**src/rtl/pll_lock_sequencer_if.sv**
```systemverilog
// PLL supervision bundle between the lock sequencer (master) and its
// environment: PLL LOCK / software request in, PLL and system resets plus status out.
interface pll_lock_sequencer_if;
  logic       locked;
  logic       force_relock;
  logic       pll_rst;
  logic       sys_rst;
  logic       ready;
  logic [7:0] loss_count;
  logic [3:0] timeout_count;

  modport master (
    input  locked, force_relock,
    output pll_rst, sys_rst, ready, loss_count, timeout_count
  );

  modport slave (
    output locked, force_relock,
    input  pll_rst, sys_rst, ready, loss_count, timeout_count
  );
endinterface

```
**src/rtl/pll_lock_sequencer.sv**
```systemverilog
// ECP5 EHXPLLL power-up / lock supervisor on the free-running reference clock.
// Optional lock watchdog enabled by defining PLL_LOCK_WATCHDOG_EN.
module pll_lock_sequencer #(
  parameter int unsigned RST_CYCLES     = 16,
  parameter int unsigned STABLE_CYCLES  = 1024,
  parameter int unsigned TIMEOUT_CYCLES = 65536
) (
  input  logic                 clk,
  input  logic                 rst,
  pll_lock_sequencer_if.master bus
);

  if (RST_CYCLES < 1) begin : g_bad_rst_cycles
    $error("RST_CYCLES must be >= 1");
  end
  if (STABLE_CYCLES < 1) begin : g_bad_stable_cycles
    $error("STABLE_CYCLES must be >= 1");
  end
  if (TIMEOUT_CYCLES < 1) begin : g_bad_timeout_cycles
    $error("TIMEOUT_CYCLES must be >= 1");
  end

  function automatic int unsigned max2(input int unsigned a, input int unsigned b);
    return (a > b) ? a : b;
  endfunction

`ifdef PLL_LOCK_WATCHDOG_EN
  localparam int unsigned CNT_MAX = max2(max2(RST_CYCLES, STABLE_CYCLES), TIMEOUT_CYCLES);
`else
  localparam int unsigned CNT_MAX = max2(RST_CYCLES, STABLE_CYCLES);
`endif
  localparam int unsigned CNT_W = $clog2(CNT_MAX + 1);

  localparam logic [CNT_W-1:0] RST_LAST    = CNT_W'(RST_CYCLES - 1);
  localparam logic [CNT_W-1:0] STABLE_LAST = CNT_W'(STABLE_CYCLES - 1);
`ifdef PLL_LOCK_WATCHDOG_EN
  localparam logic [CNT_W-1:0] TMO_LAST    = CNT_W'(TIMEOUT_CYCLES - 1);
`endif

  typedef enum logic [1:0] {
    RESET_PLL,
    WAIT_LOCK,
    STABLE,
    RUN
  } state_e;

  state_e           state_q, state_d;
  logic [CNT_W-1:0] cnt_q, cnt_d;
  logic [1:0]       sync_q;
  logic [7:0]       loss_q, loss_d;
  logic             pll_rst_q, sys_rst_q, ready_q;
  logic             locked_s;
`ifdef PLL_LOCK_WATCHDOG_EN
  logic [3:0]       tmo_q, tmo_d;
`endif

  assign locked_s = sync_q[1];

  // NOTE: every always_comb output gets a default first so no path can infer a latch.
  always_comb begin
    state_d = state_q;
    cnt_d   = (cnt_q == '1) ? cnt_q : cnt_q + 1'b1;
    loss_d  = loss_q;
`ifdef PLL_LOCK_WATCHDOG_EN
    tmo_d   = tmo_q;
`endif

    // Priority: software relock, then watchdog, then the synchronized lock level.
    unique case (state_q)
      RESET_PLL: begin
        if (cnt_q == RST_LAST) state_d = WAIT_LOCK;
      end
      WAIT_LOCK: begin
        if (bus.force_relock) begin
          state_d = RESET_PLL;
`ifdef PLL_LOCK_WATCHDOG_EN
        end else if (cnt_q == TMO_LAST) begin
          state_d = RESET_PLL;
          if (tmo_q != 4'hF) tmo_d = tmo_q + 4'd1;
`endif
        end else if (locked_s) begin
          state_d = STABLE;
        end
      end
      STABLE: begin
        if (bus.force_relock)         state_d = RESET_PLL;
        else if (!locked_s)           state_d = WAIT_LOCK;
        else if (cnt_q == STABLE_LAST) state_d = RUN;
      end
      RUN: begin
        if (bus.force_relock) begin
          state_d = RESET_PLL;
        end else if (!locked_s) begin
          state_d = WAIT_LOCK;
          if (loss_q != 8'hFF) loss_d = loss_q + 8'd1;
        end
      end
      default: state_d = RESET_PLL;
    endcase

    if (state_d != state_q) cnt_d = '0;
  end

  // NOTE: sequential state uses non-blocking assignments so all flops update together.
  always_ff @(posedge clk or posedge rst) begin
    if (rst) begin
      sync_q    <= 2'b00;
      state_q   <= RESET_PLL;
      cnt_q     <= '0;
      loss_q    <= 8'd0;
      pll_rst_q <= 1'b1;
      sys_rst_q <= 1'b1;
      ready_q   <= 1'b0;
`ifdef PLL_LOCK_WATCHDOG_EN
      tmo_q     <= 4'd0;
`endif
    end else begin
      sync_q    <= {sync_q[0], bus.locked};
      state_q   <= state_d;
      cnt_q     <= cnt_d;
      loss_q    <= loss_d;
      // Outputs register the decode of the next state so they track state_q exactly.
      pll_rst_q <= (state_d == RESET_PLL);
      sys_rst_q <= (state_d != RUN);
      ready_q   <= (state_d == RUN);
`ifdef PLL_LOCK_WATCHDOG_EN
      tmo_q     <= tmo_d;
`endif
    end
  end

  assign bus.pll_rst    = pll_rst_q;
  assign bus.sys_rst    = sys_rst_q;
  assign bus.ready      = ready_q;
  assign bus.loss_count = loss_q;
`ifdef PLL_LOCK_WATCHDOG_EN
  assign bus.timeout_count = tmo_q;
`else
  assign bus.timeout_count = 4'd0;
`endif

endmodule

```
**src/flat_wrapper.sv**
```systemverilog
// flat-port wrapper written by rule: the top's interface ports become plain ports
module pll_lock_sequencer_flat 
#(
  parameter int unsigned RST_CYCLES     = 16,
  parameter int unsigned STABLE_CYCLES  = 1024,
  parameter int unsigned TIMEOUT_CYCLES = 65536
)
  (clk, rst, bus_locked, bus_force_relock, bus_pll_rst, bus_sys_rst, bus_ready, bus_loss_count, bus_timeout_count);
  pll_lock_sequencer_if bus_i ();
  input  logic clk;
  input  logic rst;
  input wire logic [$bits(bus_i.locked)-1:0] bus_locked;
  input wire logic [$bits(bus_i.force_relock)-1:0] bus_force_relock;
  output wire logic [$bits(bus_i.pll_rst)-1:0] bus_pll_rst;
  output wire logic [$bits(bus_i.sys_rst)-1:0] bus_sys_rst;
  output wire logic [$bits(bus_i.ready)-1:0] bus_ready;
  output wire logic [$bits(bus_i.loss_count)-1:0] bus_loss_count;
  output wire logic [$bits(bus_i.timeout_count)-1:0] bus_timeout_count;
  assign bus_i.locked = bus_locked;
  assign bus_i.force_relock = bus_force_relock;
  assign bus_pll_rst = bus_i.pll_rst;
  assign bus_sys_rst = bus_i.sys_rst;
  assign bus_ready = bus_i.ready;
  assign bus_loss_count = bus_i.loss_count;
  assign bus_timeout_count = bus_i.timeout_count;
  pll_lock_sequencer #(.RST_CYCLES(RST_CYCLES), .STABLE_CYCLES(STABLE_CYCLES), .TIMEOUT_CYCLES(TIMEOUT_CYCLES)) u_core (.clk(clk), .rst(rst), .bus(bus_i));
endmodule
```
**config.mk**
```make
export PLATFORM = sky130hd
export DESIGN_NAME = pll_lock_sequencer_flat
export DESIGN_NICKNAME = d
export VERILOG_FILES = /design/src/rtl/pll_lock_sequencer_if.sv /design/src/rtl/pll_lock_sequencer.sv /design/src/flat_wrapper.sv
export SDC_FILE = /design/constraint.sdc
export NUM_CORES = 1
export LEC_CHECK = 0
export CAP_MARGIN = 10
export CORE_MARGIN = 2
export CORE_UTILIZATION = 50
export CTS_CLUSTER_DIAMETER = 50
export DETAILED_ROUTE_END_ITERATION = 8
export PLACE_DENSITY = 0.74
export SYNTH_ARGS = -nofsm -noshare
export SYNTH_HDL_FRONTEND = slang
export SYNTH_SLANG_ARGS = --single-unit
```
**constraint.sdc**
```tcl
create_clock -name clk -period 3.52 [get_ports clk]
set_clock_uncertainty 0.05 [all_clocks]
set_input_delay 0.352 -clock clk [delete_from_list [all_inputs] [get_ports clk]]
set_output_delay 0.352 -clock clk [all_outputs]
set_load 0.03 [all_outputs]
```
# After elaboration in Yosys (flattened, before gate mapping)
# Cells that the tools add are included.
[word_totals]
register_bits = 26
output_inout_bits = 15
ram_bits = 0
in_bits = 4
word_cells = 36
mem_count = 0
romBits = 0
latchBits = 0
[classes]
multipliers = 0
n_eq_ne = 11
n_mux = 11
reduce_logical = 3
n_bitwise = 2
n_lt_le_gt_ge = 0
addsub = 2
shifts = 0
div_mod_pow = 0
[ops]
columns = ["operator", "n"]
rows = [
  ["11-bit two-way mux", 2],
  ["2-bit two-way mux", 8],
  ["11-bit by 1-bit adder with 11-bit output, second input constant", 1],
  ["11-bit by 10-bit == test with 1-bit output, second input constant", 1],
  ["11-bit == test, second input constant", 1],
  ["11-bit by 4-bit == test with 1-bit output, second input constant", 1],
  ["8-bit by 1-bit adder with 8-bit output, second input constant", 1],
  ["8-bit inequality test, second input constant", 1],
  ["2-bit case mux with 4 select lines", 1],
  ["2-bit == test, second input constant", 3],
  ["2-bit zero test", 2],
  ["2-bit inequality test, second input constant", 2],
  ["4-bit AND reduction", 1],
  ["2-bit by 1-bit == test with 1-bit output, second input constant", 1],
  ["2-bit inequality test", 1],
  ["1-bit NOT", 2],
]

# Logic depth before layout (Yosys ltp)
[logic_depth]
ltp_word = 7
mapped_depth = 8
depth_no_buf = 6

# Worst setup path after synthesis
# OpenSTA, ideal clock, no wires.
[synth_timing]
kind = "reg-to-reg"
startpoint = "reg u_core.cnt_q[0]"
endpoint = "reg u_core.cnt_q[2]"
n_path_buf = 2
setup_ns = 0.126
slack_ns = 1.653
period_less_slack_ns = 1.867
arrival_ns = 1.691
path_stages_with_launch = 9
required_time_ns = 3.344
cell_sequence = "dfrtp_1 > ha_1 > and3_1 > buf_4 > nor4b_4 > a32oi_1 > a21o_1 > buf_6 > a21oi_2"
[synth_via]
elab_chain_cells = 7
word_cells_on_any_way = 13
cone_classes = "add/sub (1); eq/ne (5); mux (7)"
[synth_rtl]
columns = ["item", "line", "source"]
rows = [
  ["start: declaration", "pll_lock_sequencer.sv:48", "logic [CNT_W-1:0] cnt_q, cnt_d;"],
  ["start signal: assignment", "pll_lock_sequencer.sv:120", "cnt_q <= cnt_d;"],
  ["11-bit by 10-bit == test with 1-bit output", "pll_lock_sequencer.sv:88", "else if (cnt_q == STABLE_LAST) state_d = RUN;"],
  ["2-bit two-way mux", "pll_lock_sequencer.sv:88", ""],
  ["2-bit two-way mux", "pll_lock_sequencer.sv:87", "else if (!locked_s) state_d = WAIT_LOCK;"],
  ["2-bit two-way mux", "pll_lock_sequencer.sv:86", "if (bus.force_relock) state_d = RESET_PLL;"],
  ["2-bit case mux with 4 select lines", "pll_lock_sequencer.sv:69", "unique case (state_q)"],
  ["2-bit inequality test", "pll_lock_sequencer.sv:101", "if (state_d != state_q) cnt_d = '0;"],
  ["2-bit inequality test (no line) / 11-bit two-way mux (equally long branches)", "-", ""],
]
# Several ways; a longest one is shown, not always the timed one. The select of a mux whose other input is x is not followed.
# A chain may end at the register's enable or synchronous reset.

# Worst setup path in the final report
[layout_timing]
startpoint = "reg u_core.cnt_q[0]"
endpoint = "reg u_core.cnt_q[9]"
# Same word-level chain as after synthesis.

==> impl_metrics.yaml <==
detailed_routing:
  ant_nets: 0
  drc: 0
  wirelength_mm: 2.20
  drt-initial-drc-count: 25
  dr.pass1.iters: 4
  wl_per_cell_um: 13.6
  vias: 875
  routed_via_density: 5.40
critical_path:
  arrival_ns: 2.58
  worst_ep_required_time_ns: 3.71
  start_kind: "flip-flop"
  crit_fanout: 11
  cp_cell_sequence: "ha_1 > and3_1 > nor4b_4 > a32oi_1 > nand3_1 > a22oi_1"
  critPathMaxStageDelay_ns: 0.54
  cp_slowest_cell: "nand3_1"
  critPathCaptureType: "flip-flop"
  crit_type: "flip-flop to flip-flop"
place:
  dp_hpwl_mm: 1.64
  place.gp.congestion: 0.823
  dpl_cell_area_um2: 1460
  portBuffers: 14
floorplanning:
  row_count: 18
  die_y_um: 55.7
  start_util_pct: 53.5
  die-area_um2: 3100
  fp.coreArea_um2: 2500
  dieWidth_um: 55.7
  io_pins: 19
timing:
  setup_viol: 0
  finalSetupTns_ns: 0
  min_period_over_period_pct: 67.9
  worst_pin_slew_ns: 0.938
  final_hold_viol_count: 0
  max_freq_mhz: 418
  rsz0062_at_grt: "no"
  slew_violations: 0
  finalHoldWorstSlack_ns: 0.319
  maxSlewHeadroom_pct: 37.4
  post-route-min-period_ns: 2.39
grt:
  grt_pass1_wl_mm: 3.84
  grt_max_degree: 27
  antenna_found_initial: 0
  track_usage_pct: 15.5
  gr-total-overflow: 0
  grt_pass1_vias: 895
clock_tree:
  htree_num_levels: 1
  clkSinkCount: 26
  cts_resized: 0
  cts_buffer_depth: 2
  root_buffer: "clkbuf_4"
  holdBufCountCts: 0
  clk_pin_slew_ns: 0.14
  clk_latency_ns: 0.31
  postCtsSetupBuffers: 0
  cts_tree: "yes"
  numCtsBuffers: 3
pwr:
  seqPwrFrac_pct: 57.9
  leakagePower_uw: 0.000631
  peakVddDrop_v: 0.000276
  power_density_nw_per_um2: 344
  p_comb_share_pct: 3.2
  p_sw_uw: 100
  swShare_pct: 19.3
  p_int_uw: 419
  clockPowerShare_pct: 38.9
min_path:
  hold_path.class: "flip-flop to flip-flop"
synthesis:
  syn_inst: 120
  synth_area_um2: 1340
  synth_seq_cells: 26
  synth.avg_cell_area_um2: 11.1
  synth_warnings: 0
  yosysSeqAreaShare_pct: 48.8
  ys_types: 37
final_layout:
  design_area_um2: 1510
  synthToLayoutAreaGrowth_pct: 12.9
  final_common_cell: "dfrtp_1"
  final_cell_mix: "24 x dfrtp_1, 14 x clkdlybuf4s50_1, 9 x a21oi_2, 8 x xor2_1"
  drive_gt1_share_pct: 14.4
  final_nets: 139
  antenna_cells: 0
outcome:
  outcome: "finished, final reports clean"
run:
  maxCapViolations: 0
==> power groups by stage <==
| stage | clock network [uW] | logic (uW) | registers [uW] |
|---|---|---|---|
| 5_1_grt | 221 | 18.3 | 301 |
| 3_5_place_dp | 0 | 17.1 | 306 |
| 4_1_cts | 210 | 17.0 | 301 |
| 6_report | 202 | 16.5 | 301 |
| 3_3_place_gp | 0 | 16.5 | 306 |
| 2_1_floorplan | 0 | 15.0 | 306 |
==> metal layers <==
layer | vias to the layer above | track usage (%) | routed length, um
met3 | 2 | 2.79 | 50
li1 | 440 | - | -
met2 | 9 | 25.5 | 1140
met4 | 0 | 6.27 | 18
met1 | 424 | 20.3 | 990
met5 | - | 0 | 0
==> worst max-delay path: cells and delay by family, from the launching register on <==
| kind | cells | cell delay, ns |
|---|---|---|
| AOI/OAI and AO/OA | 2 | 0.61 |
| adders and majority gates | 1 | 0.24 |
| DFF | 1 | 0.44 |
| and+or+nand+nor | 3 | 0.98 |
==> area by class of cell <==
type,instances,area (um2)
clock buffer,3,22.5
clock inverter,1,30.0
fill,211,990
inverter,5,18.8
multi-input combinational,83,608
sequential,26,653
tap,30,37.5
timing repair buffer,14,140
==> path summary, 6_finish.rpt <==
kind                                       start               end  slack (ns)  cells after the start
worst max-delay path             u_core.cnt_q[0]   u_core.cnt_q[9]        1.13                      6
worst min-delay path            u_core.sync_q[0]  u_core.sync_q[1]        0.32                      0
worst max register to register   u_core.cnt_q[0]   u_core.cnt_q[9]        1.13                      6
worst min register to register  u_core.sync_q[0]  u_core.sync_q[1]        0.32                      0
max in group asynchronous                    rst   u_core.cnt_q[0]        2.35                      2
min in group asynchronous                    rst  u_core.bus.ready        0.50                      2
==> Yosys cell counts <==
master	number	area [um2]
a21o_1	1	7.51
a21oi_1	1	5.00
a21oi_2	9	78.8
a22oi_1	1	7.51
a22oi_4	1	21.3
a32oi_1	1	8.76
and2_1	2	12.5
and3_1	2	12.5
and4_1	4	35.0
buf_2	1	5.00
buf_4	7	52.6
buf_6	1	11.3
conb_1	1	3.75
dfrtp_1	24	601
dfstp_2	2	52.6
ha_1	2	25.0
inv_1	5	18.8
maj3_1	1	10.0
mux2_2	1	11.3
mux2i_1	1	10.0
nand2_1	7	26.3
nand2b_1	1	6.26
nand3_1	6	30.0
nand4_1	6	37.5
nand4_2	1	12.5
nor2_1	6	22.5
nor3_1	2	10.0
nor3b_1	1	7.51
nor4_1	1	6.26
nor4b_4	1	23.8
nor4bb_1	1	10.0
o21ai_0	1	5.00
o21ai_1	1	5.00
o31ai_1	1	7.51
or3_1	1	6.26
xnor2_1	7	61.3
xor2_1	8	70.1
==> sequential cells by signal, indices dropped and copies added (netlist names) <==
signal	count
u_core.bus.loss_count	8
u_core.bus.pll_rst	1
u_core.bus.ready	1
u_core.bus.sys_rst	1
u_core.cnt_q	11
u_core.state_q	2
u_core.sync_q	2
==> kinds of logic (layout without fill, tap and decap cells) <==
logic type	after synthesis	after routing	share of synthesized area (%)
and+or+nand+nor	42	42	19.4
other	1	4	0.280
adders and majority gates	3	3	2.62
AOI/OAI and AO/OA	17	17	10.9
xor gates and xnor gates	15	15	9.82
buffers and inverters	14	23	6.55
muxes	2	2	1.59
DFF	26	26	48.8
==> metrics by stage <==
step           std cells  setup WS (ns)  total power [uW]  util, %
2_1_floorplan        123           1.65               321        -
3_3_place_gp         158           1.25               323     58.3
3_5_place_dp         158           1.12               323     58.3
4_1_cts              162           1.11               528     60.4
5_1_grt              162          0.924               540     60.4
6_report             162           1.13               519     60.4
No activity file was read; power rests on OpenSTA's default activity.
